===== src/rtl/fetch_sequencer.sv =====
// fetch_sequencer: PC sequencer and fetch controller for the word-indexed instruction ROM.
// Drives the ROM pc, registers the returned word and issues it on a valid/ready handshake.
// Ports: clk, reset (async, active-high), start/start_pc (begin fetch), pc/mem_instr (ROM side),
//        instr_out/instr_valid/instr_ready (decode side), redirect_valid/redirect_pc (branch),
//        busy/halted/fault (state flags).
// Optional macro FETCH_PERF_CNT_EN adds perf_issued/perf_stalls saturating counters.
module fetch_sequencer #(
    parameter int          PC_W      = 32,
    parameter int          MEM_DEPTH = 32,
    parameter logic [31:0] HALT_WORD = 32'h0
) (
    input  logic            clk,
    input  logic            reset,
    input  logic            start,
    input  logic [PC_W-1:0] start_pc,
    output logic [PC_W-1:0] pc,
    input  logic [31:0]     mem_instr,
    output logic [31:0]     instr_out,
    output logic            instr_valid,
    input  logic            instr_ready,
    input  logic            redirect_valid,
    input  logic [PC_W-1:0] redirect_pc,
    output logic            busy,
    output logic            halted,
    output logic            fault
`ifdef FETCH_PERF_CNT_EN
    ,
    output logic [31:0]     perf_issued,
    output logic [31:0]     perf_stalls
`endif
);

    typedef enum logic [1:0] {
        S_IDLE,
        S_RUN,
        S_HALTED,
        S_FAULT
    } state_t;

    // One extra bit so pc+1 and range checks never wrap.
    localparam logic [PC_W:0] DEPTH_X = (PC_W+1)'(MEM_DEPTH);

    state_t          state_q, state_d;
    logic [PC_W-1:0] pc_q, pc_d;
    logic [31:0]     instr_q, instr_d;
    logic            valid_q, valid_d;

    logic            hs;
    logic            advance;
    logic            start_ok;
    logic [PC_W:0]   pc_inc;

    assign hs      = valid_q && instr_ready;
    assign advance = !valid_q || instr_ready;
    assign pc_inc  = {1'b0, pc_q} + 1'b1;

    always_comb begin
        state_d  = state_q;
        pc_d     = pc_q;
        instr_d  = instr_q;
        valid_d  = valid_q;
        start_ok = 1'b0;
        unique case (state_q)
            S_RUN: begin
                if (redirect_valid) begin
                    // Held word is wrong-path: drop it even if decode takes it now.
                    pc_d    = redirect_pc;
                    valid_d = 1'b0;
                    if ({1'b0, redirect_pc} >= DEPTH_X) begin
                        state_d = S_FAULT;
                    end
                end else if (advance) begin
                    instr_d = mem_instr;
                    valid_d = 1'b1;
                    if (mem_instr == HALT_WORD) begin
                        state_d = S_HALTED;
                    end else if (pc_inc == DEPTH_X) begin
                        // Last legal word still issues; pc stays on it.
                        state_d = S_FAULT;
                    end else begin
                        pc_d = pc_inc[PC_W-1:0];
                    end
                end
            end
            S_IDLE, S_HALTED, S_FAULT: begin
                if (hs) begin
                    valid_d = 1'b0;
                end
                if (start) begin
                    start_ok = 1'b1;
                    pc_d     = start_pc;
                    valid_d  = 1'b0;
                    if ({1'b0, start_pc} >= DEPTH_X) begin
                        state_d = S_FAULT;
                    end else begin
                        state_d = S_RUN;
                    end
                end
            end
            default: begin
                state_d = S_IDLE;
            end
        endcase
    end

    always_ff @(posedge clk or posedge reset) begin
        if (reset) begin
            state_q <= S_IDLE;
            pc_q    <= '0;
            instr_q <= '0;
            valid_q <= 1'b0;
        end else begin
            state_q <= state_d;
            pc_q    <= pc_d;
            instr_q <= instr_d;
            valid_q <= valid_d;
        end
    end

    assign pc          = pc_q;
    assign instr_out   = instr_q;
    assign instr_valid = valid_q;
    assign busy        = (state_q == S_RUN);
    assign halted      = (state_q == S_HALTED);
    assign fault       = (state_q == S_FAULT);

`ifdef FETCH_PERF_CNT_EN
    logic [31:0] issued_q, issued_d;
    logic [31:0] stalls_q, stalls_d;

    always_comb begin
        issued_d = issued_q;
        stalls_d = stalls_q;
        if (start_ok) begin
            issued_d = '0;
            stalls_d = '0;
        end else begin
            if (hs && issued_q != 32'hFFFF_FFFF) begin
                issued_d = issued_q + 32'd1;
            end
            if (valid_q && !instr_ready && stalls_q != 32'hFFFF_FFFF) begin
                stalls_d = stalls_q + 32'd1;
            end
        end
    end

    always_ff @(posedge clk or posedge reset) begin
        if (reset) begin
            issued_q <= '0;
            stalls_q <= '0;
        end else begin
            issued_q <= issued_d;
            stalls_q <= stalls_d;
        end
    end

    assign perf_issued = issued_q;
    assign perf_stalls = stalls_q;
`else
    logic unused_start_ok;
    assign unused_start_ok = start_ok;
`endif

endmodule

===== config.mk =====
export PLATFORM = sky130hd
export DESIGN_NAME = fetch_sequencer
export DESIGN_NICKNAME = d
export VERILOG_FILES = /design/src/rtl/fetch_sequencer.sv
export SDC_FILE = /design/constraint.sdc
export NUM_CORES = 1
export LEC_CHECK = 0
export BUFFER_PORTS_ARGS = -buffer_cell sky130_fd_sc_hd__buf_2
export CORE_ASPECT_RATIO = 0.8
export CORE_MARGIN = 1
export CORE_UTILIZATION = 40
export DETAILED_ROUTE_END_ITERATION = 16
export GPL_TIMING_DRIVEN = 0
export PLACE_DENSITY = 0.7
export REMOVE_ABC_BUFFERS = 1
export SLEW_MARGIN = 20
export SYNTH_ARGS = -nofsm -noshare
export SYNTH_HDL_FRONTEND = slang
export SYNTH_SLANG_ARGS = --single-unit

===== constraint.sdc =====
create_clock -name clk -period 2.9 [get_ports clk]
set_input_delay 0.29 -clock clk [delete_from_list [all_inputs] [get_ports clk]]
set_output_delay 0.29 -clock clk [all_outputs]
set_load 0.02 [all_outputs]

==> out/results.tsv, run 1 <==
stage	metric	value	unit
sta	clock_skew	0.00975	ns
outcome	violations	setup timing	
floorplan	die_h	97.7	um
floorplan	num_rows	34	
outcome	status	finished with violations	
floorplan	die_w	122	um
worst_setup_path	cp_max_fo	7	
grt	grt_first_pass_wirelength	25.1	mm
synth	ys_seq_area_share	36.6	%
grt	gr-usage-all-layers	27.3	%
sta	slew_headroom	26.0	%
sta	grt_setup_unrepaired	true	
floorplan	boundaryPins	169	
synth	async_reset_ff_share	100	%
routing	dr.pass1.iters	5	
power_and_ir_drop	finalPower	2830	uW
cts	cts_root_buf	clkbuf_16	
layout	diodes	0	
floorplan	core	11000	um2
routing	routed_wl	16.0	mm
layout	drive_gt1_share	50.1	%
sta	fin_crit	3.24	ns
routing	drt_iter0_drc	424	
cts	clockBufferDepth	2	
power_and_ir_drop	p_leak	0.00303	uW
worst_setup_path	arrival	3.45	ns
synth	syn_area	4580	um2
cts	insertion_delay	0.34	ns
synth	syn_inst	499	
layout	fin_nets	808	
place	post-dp-hpwl	10.9	mm
hold_path	min_path_type	in -> reg	
floorplan	dieArea	11900	um2
cts	cts_tree	done	
grt	grt_pass1_vias	4837	
worst_setup_path	worstSetupPathType	reg -> reg	
synth	ys_warn_count	0	
cts	cts_made_buffers	9	
synth	synth.distinct_cells	59	
routing	antenna_left	0	
worst_setup_path	cpPeakStageDelay	0.51	ns
sta	tightest_slew	1.11	ns
synth	synth_edf_count	0	
place	port_buffers	168	
sta	hold_viol	0	
routing	num_vias	4965	
worst_setup_path	start_kind	flip-flop	
sta	fin_ws	-0.338	ns
worst_setup_path	required	3.12	ns
routing	wire_per_inst	18.7	um
grt	antenna_found_initial	0	
grt	overflow	0	
routing	viasPerCell	5.81	
sta	final-setup-viol-count	33	
power_and_ir_drop	powerDensity	437	nW/um2
cts	path_clk_slew	0.06	ns
place	place_ws	-1.06	ns
layout	syn_to_final_growth	41.6	%
cts	htreeDepth	3	
synth	ys_ff_latch	67	
sta	max_freq	309	MHz
worst_setup_path	cp_slowest_cell	or4_4	
sta	finalCritPeriodShare	112	%
power_and_ir_drop	peakVddDrop	0.281	mV
sta	slew_viol_final	0	
synth	ys.flop_type	dfrtp_1	
worst_setup_path	crit_chain	nand4_1 -> buf_4 -> nor4_4 -> buf_4 -> nand4_2 -> a211o_1 -> or4_4 -> nor4_4 -> o21ai_4 -> clkbuf_16 -> mux2_4	
floorplan	initial_core_util	41.6	%
synth	avgSynthCellArea	9.18	um2
worst_setup_path	endpoint_kind	flip-flop	
cts	clock-sinks	67	
run	maxCapViolations	0	
grt	grt_max_degree	52	
place	place.gp.congestion	0.913	
layout	fillCellCount	987	
routing	drc	0	
## critical path, delay by kind of cell, from the launching register on
family                 cells  cell delay (ns)
AND/OR/NAND/NOR            5             1.33
buffers and inverters      3             0.66
AO/OA/AOI/OAI              2             0.45
flip-flops                 1             0.38
multiplexers               1             0.30
## kinds of logic after synthesis
| group | synth area share (%) |
|---|---|
| simple gates | 22.9 |
| compound gates | 15.1 |
| flops | 36.6 |
| mux | 15.6 |
| buf+inv | 4.45 |
| xor+xnor | 4.78 |
| fa+ha+maj | 0.546 |
## flip-flops by register name, indices dropped and copies added, names as in the netlist
| name | flops |
|---|---|
| instr_out | 32 |
| instr_valid | 1 |
| pc | 32 |
| state_q | 2 |
## metal layers
metal  up-vias  global-route usage (%)  routed length (um)
li1       2274                       -                   -
met2       231                    43.4                7490
met3        33                    5.93                1240
met4         0                    9.02                 402
met1      2427                    36.6                6830
met5         -                       0                   0
## power breakdown
group / leakage, uW / switching [uW] / total (uW) / internal [uW]
clock network: 0.000135 / 442 / 1050 / 609
registers: 0.000795 / 77.6 / 1080 / 1000
logic: 0.00210 / 386 / 700 / 314
## layout make-up
cell class                      count  area [um2]  share of cell area, %
Tap cell                          144         180                   2.78
Inverter                            9        37.5                  0.579
Multi-Input combinational cell    386        2870                   44.2
Timing Repair Buffer              232        1410                   21.8
Clock inverter                      6        50.0                  0.772
Clock buffer                       10         239                   3.68
Sequential cell                    67        1700                   26.2
## path summary, 6_finish.rpt
path                                      startpoint                   endpoint  slack (ns)  cells after the start
setup / recovery                  pc[14]$_DFFE_PP0P_          pc[6]$_DFFE_PP0P_       -0.34                     11
hold / removal                          mem_instr[3]   instr_out[3]$_DFFE_PP0P_        0.20                      2
setup reg to reg                  pc[14]$_DFFE_PP0P_          pc[6]$_DFFE_PP0P_       -0.34                     11
hold reg to reg            instr_out[31]$_DFFE_PP0P_  instr_out[31]$_DFFE_PP0P_        0.50                      1
max in group asynchronous                      reset         pc[23]$_DFFE_PP0P_        1.91                      4
min in group asynchronous                      reset         pc[30]$_DFFE_PP0P_        0.45                      3
## through the flow
step	util, %	instance area (um2)	hold slack (ns)	std cells	setup TNS [ns]
final	58.9	6490	0.205	854	-8.44
after global routing	58.9	6490	0.201	854	-10.46
after CTS	58.4	6430	0.195	851	-7.90
after detailed placement	49.9	5500	0.260	776	-29.78
after global placement	49.3	5430	0.481	774	-59.64
after floorplan	-	4410	0.441	462	-19.31
## synth_stat cells, drive strengths merged, types with 17 or more instances
cell type  instances  area (um2)
a21oi             19        95.1
nand3             17        85.1
mux2              53         664
o21ai             49         249
dfrtp             67        1680
nor4              25         193
nor2              26        97.6
nand2             57         214
clkbuf            23        87.6
nand4             19         146
## placed cells by master, fill, tap and decap left out, types with 3 or more instances in the layout
master     instances
buf_6              9
and2_1             5
xnor2_1           14
mux2_4            18
mux2_2            35
nor4_1            21
and4_1             5
a31oi_1            4
nor3_1            12
nor2b_1            3
nor2_1            25
dfrtp_2           20
o21ai_2            3
o21ai_1            5
xor2_1            11
nor4_4             3
a211o_1            3
o21ai_0           40
buf_2            168
a21oi_1           19
or3_1              4
o311ai_0           8
buf_4             51
o211ai_1           6
nand2_1           54
nand4_1           16
clkbuf_16         11
clkinv_4           3
dfrtp_1           47
or4_4              4
inv_1              7
nand3_1           16
mux2i_1            5
and3_1             3
## timing repair
action,4_1_cts,5_1_grt
buffers inserted,57,3
gates resized for setup,58,12
endpoints found under the hold margin,17,0
hold buffers,1,0
pin swaps,29,8
setup endpoints to repair,35,33
gates cloned,1,0
(Power assumes the default switching activity.)
==> inputs of run 2 (changes only) <==
--- a/config.mk
+++ b/config.mk
@@ -13,3 +13,3 @@
 export GPL_TIMING_DRIVEN = 0
-export PLACE_DENSITY = 0.7
+export PLACE_DENSITY = 0.67
 export REMOVE_ABC_BUFFERS = 1
--- a/constraint.sdc
+++ b/constraint.sdc
@@ -3,2 +3,2 @@
 set_output_delay 0.29 -clock clk [all_outputs]
-set_load 0.02 [all_outputs]
+set_load 0.05 [all_outputs]
==> out/results.tsv, run 2 (synthesized netlist as in run 1, its figures left out) <==
stage	metric	value	unit	change
worst_setup_path	endpoint_kind	flip-flop		unchanged
sta	slew_viol_final	0		unchanged
cts	cts_root_buf	clkbuf_16		unchanged
layout	diodes	0		unchanged
worst_setup_path	arrival	3.42	ns	was 3.45 ns
place	place.gp.congestion	0.923		was 0.913
routing	drt_iter0_drc	399		was 424
cts	clock-sinks	67		unchanged
sta	tightest_slew	1.05	ns	was 1.11 ns
grt	grt_first_pass_wirelength	24.1	mm	was 25.1 mm
layout	stdcell_count	835		was 854
layout	syn_to_final_growth	38.0	%	was 41.6%
worst_setup_path	worstSetupPathType	reg -> reg		unchanged
place	place_ws	-1.03	ns	was -1.06 ns
sta	fin_crit	3.21	ns	was 3.24 ns
worst_setup_path	cp_slowest_cell	or4_4		unchanged
cts	cts_made_buffers	9		unchanged
layout	drive_gt1_share	48.2	%	was 50.1%
grt	grt_pass1_vias	4637		was 4,837
routing	wire_per_inst	18.2	um	was 18.7 um
layout	layout_commonest_cell	buf_2		unchanged
floorplan	initial_core_util	41.6	%	unchanged
sta	slew_headroom	29.9	%	was 26.0%
worst_setup_path	cpPeakStageDelay	0.50	ns	was 0.51 ns
cts	cts_tree	done		unchanged
routing	antenna_left	0		unchanged
sta	fin_ws	-0.308	ns	was -0.338 ns
cts	clockBufferDepth	2		unchanged
sta	final-setup-viol-count	33		unchanged
outcome	status	finished with violations		unchanged
grt	grt_max_degree	52		unchanged
cts	htreeDepth	3		unchanged
cts	path_clk_slew	0.06	ns	about the same
outcome	violations	setup timing		unchanged
run	maxCapViolations	0		unchanged
routing	routed_wl	15.2	mm	was 16.0 mm
floorplan	boundaryPins	169		unchanged
sta	grt_setup_unrepaired	true		unchanged
sta	clock_skew	0.00629	ns	was 0.00975 ns
sta	max_freq	312	MHz	was 309 MHz
power_and_ir_drop	powerDensity	460	nW/um2	was 437 nW/um2
worst_setup_path	required	3.11	ns	was 3.12 ns
power_and_ir_drop	peakVddDrop	0.285	mV	was 0.281 mV
routing	dr.pass1.iters	5		unchanged
worst_setup_path	crit_chain	nand4_1 -> buf_4 -> nor4_4 -> buf_4 -> buf_6 -> nand4_1 -> a22o_1 -> or4_4 -> nor4_4 -> o21ai_4 -> clkbuf_16 -> mux2_4		was nand4_1 -> buf_4 -> nor4_4 -> buf_4 -> nand4_2 -> a211o_1 -> or4_4 -> nor4_4 -> o21ai_4 -> clkbuf_16 -> mux2_4
power_and_ir_drop	p_leak	0.00294	uW	was 0.00303 uW
place	placed_cells	776		unchanged
layout	fin_nets	790		was 808
grt	overflow	0		unchanged
routing	drc	0		unchanged
layout	layout_common_cells	168 x buf_2, 54 x nand2_1, 47 x dfrtp_1, 43 x o21ai_0, 35 x mux2_2		was 168 x buf_2, 54 x nand2_1, 51 x buf_4, 47 x dfrtp_1, 40 x o21ai_0
place	post-dp-hpwl	10.6	mm	was 10.9 mm
floorplan	num_rows	34		unchanged
grt	gr-usage-all-layers	26.1	%	was 27.3%
worst_setup_path	cp_max_fo	8		was 7
hold_path	min_path_type	in -> reg		unchanged
layout	finish.utilization	57.4	%	was 58.9%
floorplan	dieArea	11900	um2	unchanged
cts	insertion_delay	0.34	ns	about the same
floorplan	core	11000	um2	unchanged
power_and_ir_drop	finalPower	2900	uW	was 2830 uW
routing	num_vias	4779		was 4,965
sta	hold_viol	0		unchanged
sta	hold_slack	0.194	ns	was 0.205 ns
sta	finalCritPeriodShare	111	%	was 112%
grt	antenna_found_initial	0		unchanged
floorplan	die_h	97.7	um	unchanged
place	port_buffers	168		unchanged
worst_setup_path	start_kind	flip-flop		unchanged
routing	viasPerCell	5.72		was 5.81
floorplan	die_w	122	um	unchanged
run 2: through the flow:
stage	setup TNS [ns]	instance area [um2]
after floorplan	-26.98	4410
after global placement	-57.57	5430
after detailed placement	-30.15	5500
after CTS	-8.03	6280
after global routing	-11.53	6320
final	-8.45	6320
run 2: report_power, final:
part / internal (uW) / total, uW / leakage (uW) / switching, uW
sequential: 1000 / 1090 / 0.000795 / 86.3
combinational: 292 / 806 / 0.00202 / 514
clock: 592 / 1010 / 0.000130 / 418
total: 1890 / 2900 / 0.00294 / 1020
run 2: cell type report:
class / instances / area (um2)
Multi-Input combinational cell: 386 / 2850
Timing Repair Buffer: 214 / 1290
Fill cell: 982 / 4700
Clock buffer: 10 / 239
Tap cell: 144 / 180
Inverter: 9 / 37.5
Clock inverter: 5 / 30.0
Sequential cell: 67 / 1700
run 2: critical path, delay by kind of cell, from the launching register on:
kind                   cells  cell delay [ns]
AO/OA/AOI/OAI              2             0.35
AND/OR/NAND/NOR            5             1.31
buffers and inverters      4             0.73
flip-flops                 1             0.38
multiplexers               1             0.30
run 2: what timing repair did:
item / CTS / global route
pin swaps: 17 / 7
hold buffers: 1 / 0
setup buffers: 40 / 2
endpoints found under the hold margin: 16 / 0
gates resized for setup: 47 / 15
gates cloned: 1 / 0
setup endpoints to repair: 35 / 33
run 2: path summary, 6_finish.rpt:
| kind | from | endpoint | slack [ns] | cells past startpoint |
|---|---|---|---|---|
| max | pc[14]$_DFFE_PP0P_ | pc[2]$_DFFE_PP0P_ | -0.31 | 12 |
| min | mem_instr[17] | instr_out[17]$_DFFE_PP0P_ | 0.19 | 2 |
| max reg2reg | pc[14]$_DFFE_PP0P_ | pc[2]$_DFFE_PP0P_ | -0.31 | 12 |
| min reg2reg | instr_out[27]$_DFFE_PP0P_ | instr_out[27]$_DFFE_PP0P_ | 0.50 | 1 |
| max in group asynchronous | reset | pc[0]$_DFFE_PP0P_ | 1.90 | 4 |
| min in group asynchronous | reset | pc[3]$_DFFE_PP0P_ | 0.45 | 3 |
run 2: per-layer routing:
| metal | vias up | global-route usage, % | wire length (um) |
|---|---|---|---|
| li1 | 2228 | - | - |
| met1 | 2281 | 34.8 | 6340 |
| met2 | 243 | 41.3 | 6960 |
| met3 | 27 | 7.04 | 1570 |
| met4 | 0 | 7.69 | 320 |
| met5 | - | 0 | 0 |
